$ cat config.mk
export PLATFORM = sky130hd
export DESIGN_NAME = audio_sample_scheduler
export DESIGN_NICKNAME = d
export VERILOG_FILES = /design/src/rtl/audio_sample_scheduler.sv
export SDC_FILE = /design/constraint.sdc
export NUM_CORES = 1
export LEC_CHECK = 0
export CORE_MARGIN = 2
export CORE_UTILIZATION = 30
export CTS_CLUSTER_SIZE = 16
export DETAILED_ROUTE_END_ITERATION = 10
export PLACE_DENSITY = 0.51
export SLEW_MARGIN = 20
export SYNTH_ARGS = -nofsm -noshare
export SYNTH_HDL_FRONTEND = slang
export SYNTH_SLANG_ARGS = --single-unit
$ cat constraint.sdc
create_clock -name Clk -period 2.9 [get_ports Clk]
set_input_delay 0.29 -clock Clk [delete_from_list [all_inputs] [get_ports Clk]]
set_output_delay 0.29 -clock Clk [all_outputs]
set_load 0.01 [all_outputs]
$ cat src/rtl/audio_sample_scheduler.sv
// Audio ROM read-port scheduler: paces BGM/SFX fetches from codec data_over, mixes with saturation, sequences codec INIT.
// Optional: define SFX_DUCK_EN to attenuate BGM by 6 dB whenever the sample carries an SFX contribution.
//
// state      | meaning
// IDLE       | waiting for load_startpage
// INIT_CODEC | one-cycle INIT pulse to the codec, BGM pointer rewound
// WAIT_INIT  | waiting for INIT_FINISH from the codec
// PLAY       | pacing fetches and presenting mixed samples
module audio_sample_scheduler #(
    parameter int ADDR_W    = 19,
    parameter int DATA_W    = 16,
    parameter int BGM_START = 0,
    parameter int BGM_END   = 85114,
    parameter int DIV       = 10
) (
    input  logic              Clk,
    input  logic              Reset,
    input  logic              load_startpage,
    input  logic              game_over,
    input  logic              INIT_FINISH,
    input  logic              data_over,
    input  logic              sfx_trig,
    input  logic [ADDR_W-1:0] sfx_start,
    input  logic [ADDR_W-1:0] sfx_len,
    input  logic [DATA_W-1:0] rom_data,
    output logic              INIT,
    output logic [ADDR_W-1:0] rom_addr,
    output logic [DATA_W-1:0] sample_out,
    output logic              sample_valid,
    output logic              sfx_busy,
    output logic              bgm_active
);

    localparam int DIV_W = 10;

    typedef enum logic [1:0] {
        ST_IDLE,
        ST_INIT_CODEC,
        ST_WAIT_INIT,
        ST_PLAY
    } state_t;

    typedef enum logic [2:0] {
        SEQ_IDLE,
        SEQ_ADDR_SFX,
        SEQ_CAP_BGM,
        SEQ_CAP_SFX,
        SEQ_MIX
    } seq_t;

    state_t            state_q, state_d;
    seq_t              seq_q, seq_d;
    logic              init_q, init_d;
    logic              bgm_active_q, bgm_active_d;
    logic [DIV_W-1:0]  div_cnt_q, div_cnt_d;
    logic [ADDR_W-1:0] rom_addr_q, rom_addr_d;
    logic [ADDR_W-1:0] bgm_ptr_q, bgm_ptr_d;
    logic [ADDR_W-1:0] sfx_ptr_q, sfx_ptr_d;
    logic [ADDR_W-1:0] sfx_rem_q, sfx_rem_d;
    logic              sfx_busy_q, sfx_busy_d;
    logic              slot_used_q, slot_used_d;
    logic [DATA_W-1:0] bgm_smp_q, bgm_smp_d;
    logic [DATA_W-1:0] sfx_smp_q, sfx_smp_d;
    logic [DATA_W-1:0] sample_out_q, sample_out_d;
    logic              sample_valid_q, sample_valid_d;

    logic              tick;
    logic              leave_play;
    logic [DATA_W-1:0] bgm_mix;
    logic [DATA_W:0]   mix_sum;
    logic [DATA_W-1:0] mix_sat;

    // Ducking follows the sample's own SFX slot: sfx_busy may already have
    // dropped by the time the final SFX sample reaches the mixer.
    always_comb begin
`ifdef SFX_DUCK_EN
        bgm_mix = slot_used_q ? {bgm_smp_q[DATA_W-1], bgm_smp_q[DATA_W-1:1]} : bgm_smp_q;
`else
        bgm_mix = bgm_smp_q;
`endif
        mix_sum = {bgm_mix[DATA_W-1], bgm_mix} + {sfx_smp_q[DATA_W-1], sfx_smp_q};
        if (mix_sum[DATA_W] != mix_sum[DATA_W-1]) begin
            mix_sat = mix_sum[DATA_W] ? {1'b1, {(DATA_W-1){1'b0}}} : {1'b0, {(DATA_W-1){1'b1}}};
        end else begin
            mix_sat = mix_sum[DATA_W-1:0];
        end
    end

    always_comb begin
        state_d        = state_q;
        seq_d          = seq_q;
        init_d         = 1'b0;
        bgm_active_d   = bgm_active_q;
        div_cnt_d      = div_cnt_q;
        rom_addr_d     = rom_addr_q;
        bgm_ptr_d      = bgm_ptr_q;
        sfx_ptr_d      = sfx_ptr_q;
        sfx_rem_d      = sfx_rem_q;
        sfx_busy_d     = sfx_busy_q;
        slot_used_d    = slot_used_q;
        bgm_smp_d      = bgm_smp_q;
        sfx_smp_d      = sfx_smp_q;
        sample_out_d   = sample_out_q;
        sample_valid_d = 1'b0;
        tick           = 1'b0;
        leave_play     = 1'b0;

        case (state_q)
            ST_IDLE: begin
                if (load_startpage) begin
                    state_d = ST_INIT_CODEC;
                    init_d  = 1'b1;
                end
            end
            ST_INIT_CODEC: begin
                state_d   = ST_WAIT_INIT;
                bgm_ptr_d = ADDR_W'(BGM_START);
            end
            ST_WAIT_INIT: begin
                if (INIT_FINISH) begin
                    state_d      = ST_PLAY;
                    bgm_active_d = 1'b1;
                end
            end
            ST_PLAY: begin
                if (game_over) begin
                    state_d      = ST_IDLE;
                    bgm_active_d = 1'b0;
                    leave_play   = 1'b1;
                end
            end
            default: state_d = ST_IDLE;
        endcase

        if (state_q == ST_PLAY && data_over) begin
            if (div_cnt_q == DIV_W'(DIV - 1)) begin
                div_cnt_d = '0;
                tick      = 1'b1;
            end else begin
                div_cnt_d = div_cnt_q + DIV_W'(1);
            end
        end

        // Ticks that land while a fetch is in flight are dropped.
        case (seq_q)
            SEQ_IDLE: begin
                if (tick) begin
                    rom_addr_d = bgm_ptr_q;
                    seq_d      = SEQ_ADDR_SFX;
                end
            end
            SEQ_ADDR_SFX: begin
                rom_addr_d  = sfx_busy_q ? sfx_ptr_q : bgm_ptr_q;
                slot_used_d = sfx_busy_q;
                bgm_ptr_d   = (bgm_ptr_q == ADDR_W'(BGM_END)) ? ADDR_W'(BGM_START)
                                                             : bgm_ptr_q + ADDR_W'(1);
                if (sfx_busy_q) begin
                    sfx_ptr_d = sfx_ptr_q + ADDR_W'(1);
                    sfx_rem_d = sfx_rem_q - ADDR_W'(1);
                end
                seq_d = SEQ_CAP_BGM;
            end
            SEQ_CAP_BGM: begin
                bgm_smp_d = rom_data;
                seq_d     = SEQ_CAP_SFX;
            end
            SEQ_CAP_SFX: begin
                sfx_smp_d = slot_used_q ? rom_data : '0;
                seq_d     = SEQ_MIX;
            end
            SEQ_MIX: begin
                sample_out_d   = mix_sat;
                sample_valid_d = 1'b1;
                seq_d          = SEQ_IDLE;
            end
            default: seq_d = SEQ_IDLE;
        endcase

        if (sfx_busy_q && sfx_rem_q == '0) begin
            sfx_busy_d = 1'b0;
        end

        // A trigger on the slot cycle overrides the advance; the slot itself already used the old pointer.
        if (sfx_trig && sfx_len != '0 && state_q != ST_IDLE) begin
            sfx_ptr_d  = sfx_start;
            sfx_rem_d  = sfx_len;
            sfx_busy_d = 1'b1;
        end

        if (leave_play) begin
            seq_d          = SEQ_IDLE;
            div_cnt_d      = '0;
            sample_out_d   = '0;
            sample_valid_d = 1'b0;
            sfx_busy_d     = 1'b0;
            sfx_rem_d      = '0;
            slot_used_d    = 1'b0;
            bgm_smp_d      = '0;
            sfx_smp_d      = '0;
        end
    end

    always_ff @(posedge Clk) begin
        if (!Reset) begin
            state_q        <= ST_IDLE;
            seq_q          <= SEQ_IDLE;
            init_q         <= 1'b0;
            bgm_active_q   <= 1'b0;
            div_cnt_q      <= '0;
            rom_addr_q     <= '0;
            bgm_ptr_q      <= ADDR_W'(BGM_START);
            sfx_ptr_q      <= '0;
            sfx_rem_q      <= '0;
            sfx_busy_q     <= 1'b0;
            slot_used_q    <= 1'b0;
            bgm_smp_q      <= '0;
            sfx_smp_q      <= '0;
            sample_out_q   <= '0;
            sample_valid_q <= 1'b0;
        end else begin
            state_q        <= state_d;
            seq_q          <= seq_d;
            init_q         <= init_d;
            bgm_active_q   <= bgm_active_d;
            div_cnt_q      <= div_cnt_d;
            rom_addr_q     <= rom_addr_d;
            bgm_ptr_q      <= bgm_ptr_d;
            sfx_ptr_q      <= sfx_ptr_d;
            sfx_rem_q      <= sfx_rem_d;
            sfx_busy_q     <= sfx_busy_d;
            slot_used_q    <= slot_used_d;
            bgm_smp_q      <= bgm_smp_d;
            sfx_smp_q      <= sfx_smp_d;
            sample_out_q   <= sample_out_d;
            sample_valid_q <= sample_valid_d;
        end
    end

    assign INIT         = init_q;
    assign rom_addr     = rom_addr_q;
    assign sample_out   = sample_out_q;
    assign sample_valid = sample_valid_q;
    assign sfx_busy     = sfx_busy_q;
    assign bgm_active   = bgm_active_q;

endmodule

==> results of run 1 <==
-- stage by stage --
step / worst slack, ps / total power, W / hold WS, ps
after floorplan: 338.0 / 0.002907 / 415.7
after global placement: 249.2 / 0.003220 / 450.1
after detailed placement: 213.1 / 0.003222 / 455.0
after CTS: 178.5 / 0.005432 / 430.3
after global routing: 15.96 / 0.005648 / 448.5
final: 192.8 / 0.005374 / 450.9
-- layout by cell type, fill, tap and decap left out, drive strengths merged, types with 20 or more instances in the layout --
cell,count
dfxtp,144
nand2,112
clkdlybuf4s50,99
nor2,84
a21oi,70
o21ai,42
xor2,34
ha,27
a211oi,24
xnor2,24
nand3,21
inv,20
-- cell families after synthesis --
| logic type | after synthesis |
|---|---|
| flops | 144 |
| xor+xnor | 58 |
| fa+ha+maj | 43 |
| simple gates | 310 |
| buf+inv | 73 |
| mux | 4 |
| compound gates | 226 |
-- sequential cells by signal (all words and copies together) (netlist names) --
signal	cells
bgm_mix	16
slot_used_q	1
sample_out	16
sfx_rem_q	19
INIT	1
bgm_ptr_q	19
sfx_ptr_q	19
bgm_active	1
rom_addr	19
sfx_smp_q	16
sample_valid	1
div_cnt_q	10
sfx_busy	1
seq_q	3
state_q	2
-- power groups by stage --
stage / logic (W) / registers, W / clock network, W
final: 0.000855 / 0.00233 / 0.00219
after global routing: 0.000959 / 0.00235 / 0.00234
after CTS: 0.000860 / 0.00233 / 0.00224
after detailed placement: 0.000853 / 0.00237 / 0
after global placement: 0.000853 / 0.00237 / 0
after floorplan: 0.000580 / 0.00233 / 0
-- worst register-to-register path, delay by kind of cell, from the launching register on --
| kind | cells | cell delay (ps) |
|---|---|---|
| flip-flops | 1 | 330 |
| AND/OR/NAND/NOR | 1 | 220 |
| adder cells (fa/ha/maj) | 3 | 960 |
| AO/OA/AOI/OAI | 4 | 710 |
| buffers and inverters | 1 | 60 |
| multiplexers | 1 | 360 |
-- Yosys cell counts, types with 5 or more instances --
master	instances
nand2b_1	5
a311oi_1	19
and3_1	11
o21ai_0	42
clkbuf_1	29
nand2_1	112
nor4_1	10
o211ai_1	6
a211oi_1	24
a21oi_1	70
nand3_1	21
or3_1	8
nand4_1	14
o211a_1	14
dfxtp_1	144
nor2_1	84
a31oi_1	9
inv_1	18
maj3_1	15
a22o_1	16
xnor2_1	23
ha_1	27
a21o_1	6
nor3_1	10
xor2_1	34
buf_2	13
-- cell type report --
class / instances / area (um^2) / area share [%]
multi-input combinational: 641 / 4116 / 44.84
sequential: 144 / 2883 / 31.40
clock buffer: 19 / 442.9 / 4.824
inverter: 18 / 67.56 / 0.7359
tap: 324 / 405.4 / 4.415
clock inverter: 13 / 137.6 / 1.499
timing repair buffer: 114 / 1129 / 12.29
-- worst max path at each step --
| stage | slack [ps] | cells past startpoint | to | startpoint |
|---|---|---|---|---|
| floorplan | 340 | 11 | sample_out[10]$_SDFFE_PP0P_ | sfx_smp_q[0]$_SDFFE_PP0P_ |
| global placement | 250 | 10 | sample_out[14]$_SDFFE_PP0P_ | sfx_smp_q[0]$_SDFFE_PP0P_ |
| detailed placement | 210 | 10 | sample_out[1]$_SDFFE_PP0P_ | sfx_smp_q[0]$_SDFFE_PP0P_ |
| CTS | 180 | 10 | sample_out[1]$_SDFFE_PP0P_ | sfx_smp_q[0]$_SDFFE_PP0P_ |
| global route | 20 | 10 | sample_out[14]$_SDFFE_PP0P_ | sfx_smp_q[0]$_SDFFE_PP0P_ |
| finish | 190 | 10 | sample_out[1]$_SDFFE_PP0P_ | sfx_smp_q[0]$_SDFFE_PP0P_ |
-- routing by layer --
| metal | wire, um | global-route usage [%] | share of wire [%] |
|---|---|---|---|
| met1 | 9997 | 21.63 | 51 |
| met5 | 0 | 0 | 0 |
| met4 | 234 | 4.259 | 1.2 |
| met2 | 8660 | 24.32 | 44 |
| met3 | 636 | 3.117 | 3.3 |
==> reports/qor.yml, run 1 <==
global_routing:
  grt_max_degree: 77
  antenna_found_initial: 0
  grt_use_total_pct: 15.49
  grt_pass1_vias: 6114
  grt_pass1_wl_mm: 32.25
  gr-total-overflow: 0
placed_design:
  gp_congestion: 0.8168
  io_buffers: 99
  place_area_um2: 8601
  hpwlAfterDp_mm: 13.67
  dp.cells: 1241
critical_path:
  arrival_ps: 3060
  reg2reg_slack_ps: 190
  start_kind: "flip-flop"
  worstSetupEndpointType: "flip-flop"
  cp_slowest_stage_delay_ps: 390
  path_buf_inv: 1
  critPathRequiredTime_ps: 3250
  crit_slowest_cell: "fa_1"
  r2r_cells: 10
  path_max_fanout: 16
  r2r-start: "sfx_smp_q[0]$_SDFFE_PP0P_"
  crit_chain: "ha_1 -> inv_1 -> fa_1 -> and2b_1 -> o2111ai_1 -> a31oi_2 -> a2111oi_2 -> mux2_4 -> maj3_1 -> a21oi_1"
  crit_family: "adder cells"
  critical_path_class: "reg2reg"
  r2r_end: "sample_out[1]$_SDFFE_PP0P_"
floorplanning:
  io_pins: 100
  core_um2: 24180
  rows: 57
  dieArea_um2: 25680
  die_h_um: 160.3
  die_w_um: 160.3
  initial_core_util_pct: 30.30
synth:
  synth_compound_area_share_pct: 20.94
  yosysSeqAreaShare_pct: 39.35
  synth_cell_types: 65
  synth_largest_area_cell: "dfxtp_1"
  synthXorXnorAreaFrac_pct: 7.037
  synth_area_leaders: "dfxtp_1 (39%), nand2_1 (5.7%), a21oi_1 (4.8%), ha_1 (4.6%), nor2_1 (4.3%)"
  yosys.area_share.simple_pct: 20.43
  avgSynthCellArea_um2: 8.538
  synth_area_um2: 7326
  syn_nets: 947
  synthArstFlopShare_pct: 0
  synth_edf_count: 0
  ys_ff_latch: 144
  synth_top_area_share_pct: 39.35
  synthAdderAreaFrac_pct: 6.934
  synth.area.mux_share_pct: 0.6149
  syn_inst: 858
  synth_ff_type: "dfxtp_1"
  yosysWarnings: 0
  synth_top_family_by_area: "compound AO/OA/AOI/OAI gates"
layout:
  fillers: 2458
  final_util_pct: 37.98
  nets: 1025
  antenna_cells: 0
  final-instance-count-excl-fill: 1273
  area_growth_pct: 25.33
  final_area_um2: 9181
  layout-drive-gt1-share_pct: 7.165
power_and_ir_drop:
  p_sw_w: 0.001547
  intPower_w: 0.003827
  power_frac_comb_pct: 15.9
  p_clk_share_pct: 40.8
  powerDensity_nw_per_um2: 585.3
  seq_power_share_pct: 43.3
  switching_share_pct: 28.79
  worst_ir_drop_vdd_v: 0.0003422
  p_leak_nw: 3.365
clock_network:
  clkSlewWorstSetupHoldPaths_ps: 60
  cts_made_buffers: 17
  cts.sinks: 144
  cts_setup_buffers: 0
  insertion_delay_ps: 420
  h-tree-depth: 4
  cts_hold_buf: 0
  clk_path_buf_depth: 2
  root_buffer: "clkbuf_16"
  cts_resized: 0
  cts_tree: "done"
routing:
  vias_per_cell: 4.957
  dr.pass1.iters: 5
  wl_per_cell_um: 15.34
  routed_wirelength_mm: 19.53
  drc: 0
  detail_route.iter0.violations: 380
  vias: 6310
  final_antenna_net_count: 0
status:
  status: "completed"
timing:
  fin_setup_tns_ps: 0
  fin_crit_ps: 2707
  rsz0062_at_grt: "no"
  fmax_mhz: 369.4
  tightest_slew_ps: 803.9
  hold_viol_final: 0
  fin_worst_skew_ps: 10.36
  slew_headroom_pct: 46.21
  finalMaxSlewViolations: 0
  period_share_pct: 93.35
  setup-violations-final: 0
min_path:
  holdPathEnd: "bgm_mix[14]$_SDFFE_PP0N_"
  hold_start: "rom_data[14]"
  hold_depth: 3
  hold_path.class: "in2reg"
run:
  cap_violations: 0
Note: power is estimated with default switching activity, not from simulation.
==> inputs of run 2 (changes only) <==
--- a/config.mk
+++ b/config.mk
@@ -9,8 +9,10 @@
 export CORE_UTILIZATION = 30
 export CTS_CLUSTER_SIZE = 16
 export DETAILED_ROUTE_END_ITERATION = 10
+export MAX_ROUTING_LAYER = met4
 export PLACE_DENSITY = 0.51
 export SLEW_MARGIN = 20
 export SYNTH_ARGS = -nofsm -noshare
 export SYNTH_HDL_FRONTEND = slang
 export SYNTH_SLANG_ARGS = --single-unit
+export TNS_END_PERCENT = 30
==> run 2 against run 1 <==
Effect of this change: combinational power about the same; wire length hardly changed; register-to-register slack is essentially flat; global-route usage up 0.46 points; sequential share of layout area stayed put; first-iteration DRC count down 2.6%; critical path type unchanged; critical endpoint unchanged; design area unchanged; worst setup slack about the same; flip-flop and latch count stayed put; via count is 0.35% lower.
==> reports/qor.yml, run 2 (synthesis results as in run 1) <==
min_path:
  holdPathEnd: "bgm_mix[13]$_SDFFE_PP0N_"
  hold_path.class: "in2reg"
  hold_start: "rom_data[13]"
  hold_depth: 3  # unchanged
global_routing:
  grt_max_degree: 77  # unchanged
  antenna_found_initial: 0  # unchanged
  grt_use_total_pct: 15.95  # +0.46 points
  grt_pass1_vias: 6095  # -0.31%
  grt_pass1_wl_mm: 32.25  # unchanged
  gr-total-overflow: 0  # unchanged
timing:
  setup-violations-final: 0  # unchanged
  tightest_slew_ps: 825.5  # +21.58 ps
  fin_setup_tns_ps: 0  # unchanged
  period_share_pct: 93.35  # about the same
  rsz0062_at_grt: "no"
  finalMaxSlewViolations: 0  # unchanged
  hold_viol_final: 0  # unchanged
  slew_headroom_pct: 44.76  # -1.4 points
  fin_worst_skew_ps: 10.24  # -0.1148 ps
  fmax_mhz: 369.4  # about the same
  fin_crit_ps: 2707  # -0.04200 ps
layout:
  final_area_um2: 9181  # unchanged
  layout-drive-gt1-share_pct: 7.165  # unchanged
  antenna_cells: 0  # unchanged
  nets: 1025  # unchanged
  area_growth_pct: 25.33  # unchanged
  final_common_cell: "dfxtp_1"
  layout_common_cells: "dfxtp_1 (144), nand2_1 (112), clkdlybuf4s50_1 (99)"
power_and_ir_drop:
  powerDensity_nw_per_um2: 585.1  # about the same
  worst_ir_drop_vdd_v: 0.0003426  # +0.11%
  p_leak_nw: 3.365  # unchanged
floorplanning:
  rows: 57  # unchanged
  initial_core_util_pct: 30.30  # unchanged
  core_um2: 24180  # unchanged
  dieArea_um2: 25680  # unchanged
  die_w_um: 160.3  # unchanged
  io_pins: 100  # unchanged
  die_h_um: 160.3  # unchanged
placed_design:
  io_buffers: 99  # unchanged
  hpwlAfterDp_mm: 13.67  # unchanged
  place_area_um2: 8601  # unchanged
  gp_congestion: 0.8290  # +1.5%
clock_network:
  clk_path_buf_depth: 2  # unchanged
  cts_tree: "done"
  cts.sinks: 144  # unchanged
  cts_made_buffers: 17  # unchanged
  h-tree-depth: 4  # unchanged
  cts_setup_buffers: 0  # unchanged
  cts_hold_buf: 0  # unchanged
  insertion_delay_ps: 420  # about the same
  cts_resized: 0  # unchanged
  root_buffer: "clkbuf_16"
  clkSlewWorstSetupHoldPaths_ps: 60  # about the same
critical_path:
  critPathRequiredTime_ps: 3250  # about the same
  arrival_ps: 3060  # about the same
  worstSetupEndpointType: "flip-flop"
  r2r-start: "sfx_smp_q[0]$_SDFFE_PP0P_"
  r2r_cells: 10  # unchanged
  path_max_fanout: 16  # unchanged
  reg2reg_slack_ps: 190  # about the same
  r2r_end: "sample_out[1]$_SDFFE_PP0P_"
  start_kind: "flip-flop"
  critical_path_class: "reg2reg"
routing:
  drc: 0  # unchanged
  detail_route.iter0.violations: 370  # -2.6%
  wl_per_cell_um: 15.34  # about the same
  final_antenna_net_count: 0  # unchanged
  vias: 6288  # -0.35%
  dr.pass1.iters: 4  # -1
  routed_wirelength_mm: 19.52  # about the same
  vias_per_cell: 4.940  # -0.35%
run:
  cap_violations: 0  # unchanged
status:
  status: "completed"
[run 2: cell counts in the layout (fill, tap and decap cells not counted)]
Identical to the previous run, type by type.
[run 2: area by class of cell]
type / count / area, um^2
Multi-Input combinational cell: 641 / 4116
Fill cell: 2458 / 15000
Timing Repair Buffer: 114 / 1129
Inverter: 18 / 67.56
Clock buffer: 19 / 442.9
Clock inverter: 13 / 137.6
Sequential cell: 144 / 2883
Tap cell: 324 / 405.4
[run 2: worst max-delay path by stage]
stage	from	endpoint	cells past startpoint
global route	sfx_smp_q[0]$_SDFFE_PP0P_	sample_out[14]$_SDFFE_PP0P_	10
detailed placement	sfx_smp_q[0]$_SDFFE_PP0P_	sample_out[1]$_SDFFE_PP0P_	10
floorplan	sfx_smp_q[0]$_SDFFE_PP0P_	sample_out[10]$_SDFFE_PP0P_	11
finish	sfx_smp_q[0]$_SDFFE_PP0P_	sample_out[1]$_SDFFE_PP0P_	10
global placement	sfx_smp_q[0]$_SDFFE_PP0P_	sample_out[14]$_SDFFE_PP0P_	10
CTS	sfx_smp_q[0]$_SDFFE_PP0P_	sample_out[1]$_SDFFE_PP0P_	10
[run 2: metal layers]
layer / wire length (um) / vias up / GRT usage, %
met3: 548 / 11 / 2.961
met4: 173 / 0 / 4.259
li1: - / 3247 / -
met5: 0 / - / -
met1: 10030 / 2928 / 21.77
met2: 8771 / 102 / 24.26
[run 2: power by group]
group	total, W	internal (W)	switching (W)
logic	0.000856	0.000385	0.000472
registers	0.00233	0.00215	0.000178
clock network	0.00219	0.00129	0.000896
[run 2: through the flow]
stage / worst slack, ps / hold WS [ps] / total power [W] / std cells / util [%]
CTS: 178.5 / 430.3 / 0.005432 / 1273 / 37.98
global placement: 249.2 / 450.1 / 0.003220 / 1241 / 35.57
detailed placement: 213.1 / 455.0 / 0.003222 / 1241 / 35.57
floorplan: 338.0 / 415.7 / 0.002907 / 858 / -
finish: 192.8 / 448.7 / 0.005372 / 1273 / 37.98
global route: 15.96 / 448.5 / 0.005648 / 1273 / 37.98
[run 2: critical path: stages, from the launching register on]
cell	delay, ps
dfxtp_1	330
ha_1	190
inv_1	60
fa_1	390
and2b_1	220
o2111ai_1	210
a31oi_2	270
a2111oi_2	100
mux2_4	360
maj3_1	380
a21oi_1	140
==> inputs of run 3 (changes only) <==
==> constraint.sdc (replaced) <==
create_clock -name Clk -period 2.9 [get_ports Clk]
set_input_delay 0.58 -clock Clk [delete_from_list [all_inputs] [get_ports Clk]]
set_output_delay 0.58 -clock Clk [all_outputs]
set_load 0.01 [all_outputs]
==> run 3 against run 2 <==
Effect of this change: wire length decreased by 0.88%; register-to-register slack barely moved; total power shrank 0.58%; sequential power is essentially flat; clock skew up 3.7 ps; core utilization hardly changed; final cell count hardly changed; first-iteration DRC count decreased by 10%; worst setup slack got worse by 7.7 ps; maximum frequency decreased by 0.28%; die area unchanged; largest power group unchanged.
==> reports/qor.yml, run 3 (synthesis results as in run 1) <==
placed_design:
  place_area_um2: 8608  # about the same
  io_buffers: 99  # unchanged
  gp_congestion: 0.8032  # -3.1%
  hpwlAfterDp_mm: 13.67  # about the same
layout:
  layout_common_cells: "dfxtp_1 (144), nand2_1 (112), clkdlybuf4s50_1 (99)"
  nets: 1027  # +0.20%
  layout-drive-gt1-share_pct: 7.368  # +0.20 points
  area_growth_pct: 25.45  # about the same
  final_common_cell: "dfxtp_1"
  fillers: 2485  # +1.1%
  antenna_cells: 0  # unchanged
  final_area_um2: 9190  # about the same
timing:
  fin_crit_ps: 2715  # +7.711 ps
  fin_worst_skew_ps: 13.91  # +3.664 ps
  tightest_slew_ps: 830.8  # +5.282 ps
  fmax_mhz: 368.3  # -0.28%
  hold_viol_final: 0  # unchanged
  period_share_pct: 93.62  # +0.27 points
  fin_setup_tns_ps: 0  # unchanged
  rsz0062_at_grt: "no"
  whs_ps: 459.2  # +10.57 ps
  finalMaxSlewViolations: 0  # unchanged
  slew_headroom_pct: 44.41  # -0.35 points
  setup-violations-final: 0  # unchanged
routing:
  vias: 6247  # -0.65%
  drc: 0  # unchanged
  dr.pass1.iters: 4  # unchanged
  final_antenna_net_count: 0  # unchanged
  routed_wirelength_mm: 19.35  # -0.88%
  vias_per_cell: 4.903  # -0.73%
  detail_route.iter0.violations: 333  # -10%
  wl_per_cell_um: 15.19  # -0.96%
floorplanning:
  io_pins: 100  # unchanged
  dieArea_um2: 25680  # unchanged
  core_um2: 24180  # unchanged
  die_h_um: 160.3  # unchanged
  rows: 57  # unchanged
  initial_core_util_pct: 30.30  # unchanged
  die_w_um: 160.3  # unchanged
global_routing:
  gr-total-overflow: 0  # unchanged
  grt_pass1_wl_mm: 31.71  # -1.7%
  grt_pass1_vias: 5978  # -1.9%
  grt_use_total_pct: 15.78  # -0.17 points
  grt_max_degree: 69  # -10%
  antenna_found_initial: 0  # unchanged
power_and_ir_drop:
  powerDensity_nw_per_um2: 581.1  # -0.68%
  worst_ir_drop_vdd_v: 0.0002604  # -24%
  p_leak_nw: 3.366  # about the same
critical_path:
  path_max_fanout: 16  # unchanged
  critical_path_class: "reg2reg"
  arrival_ps: 3070  # about the same
  path_buf_inv: 1  # unchanged
  crit_slowest_cell: "fa_1"
  cp_slowest_stage_delay_ps: 400  # about the same
  critPathRequiredTime_ps: 3260  # about the same
  crit_chain: "ha_1 -> inv_1 -> fa_1 -> and2b_1 -> o2111ai_2 -> a31oi_2 -> a2111oi_2 -> mux2_4 -> maj3_1 -> a21oi_1"
  start_kind: "flip-flop"
  crit_family: "adder cells"
  worstSetupEndpointType: "flip-flop"
clock_network:
  root_buffer: "clkbuf_16"
  h-tree-depth: 4  # unchanged
  clkSlewWorstSetupHoldPaths_ps: 60  # about the same
  cts_made_buffers: 17  # unchanged
  clk_path_buf_depth: 2  # unchanged
  cts_tree: "done"
  insertion_delay_ps: 430  # about the same
  cts.sinks: 144  # unchanged
run:
  cap_violations: 0  # unchanged
min_path:
  hold_path.class: "reg2reg"
status:
  status: "completed"
==> run 3: worst paths after layout <==
| check | from | to | slack (ps) | depth (start not counted) |
|---|---|---|---|---|
| setup reg to reg | sfx_smp_q[0]$_SDFFE_PP0P_ | sample_out[14]$_SDFFE_PP0P_ | 190 | 10 |
| hold reg to reg | bgm_mix[3]$_SDFFE_PP0N_ | bgm_mix[3]$_SDFFE_PP0N_ | 460 | 2 |
| setup / recovery | sfx_smp_q[0]$_SDFFE_PP0P_ | sample_out[14]$_SDFFE_PP0P_ | 190 | 10 |
| hold / removal | bgm_mix[3]$_SDFFE_PP0N_ | bgm_mix[3]$_SDFFE_PP0N_ | 460 | 2 |
==> run 3: routing by layer <==
metal  GRT usage (%)  share of wire [%]  wire, um
met1           21.66                 52      9992
met2           24.01                 45      8618
met3           2.753                2.6       505
met4           4.177                1.2       234
met5               -                  0         0
==> run 3: per-stage QoR <==
step	total power [W]	utilization (%)	setup WS, ps	std cells
finish	0.005340	38.01	185.1	1274
floorplan	0.002907	-	338.0	858
global placement	0.003232	35.61	169.3	1242
global route	0.005612	38.01	18.80	1274
detailed placement	0.003236	35.61	166.7	1242
CTS	0.005401	37.95	157.7	1273
==> run 3: worst min-delay path, cell delays in order, from the launching register on <==
cell	delay [ps]
dfxtp_1	310
nand2_1	50
a21oi_1	50
==> run 3: power by group <==
group / internal [W] / switching [W] / leakage (nW)
combinational: 0.000390 / 0.000476 / 1.92
sequential: 0.00215 / 0.000184 / 1.17
clock: 0.00126 / 0.000878 / 0.276
==> run 3: area by class of cell <==
cell class	count	area (um^2)	share of cell area, %
clock buffer	18	429.2	4.670
clock inverter	13	138.9	1.511
inverter	18	67.56	0.7352
multi-input combinational	641	4123	44.86
sequential	144	2883	31.37
tap	324	405.4	4.411
timing repair buffer	116	1144	12.44
==> run 3: timing repair <==
item | in CTS | in global routing
hold buffers | 0 | 0
setup buffers | 0 | 1
setup endpoints to repair | 0 | 10
gates resized for setup | 0 | 1
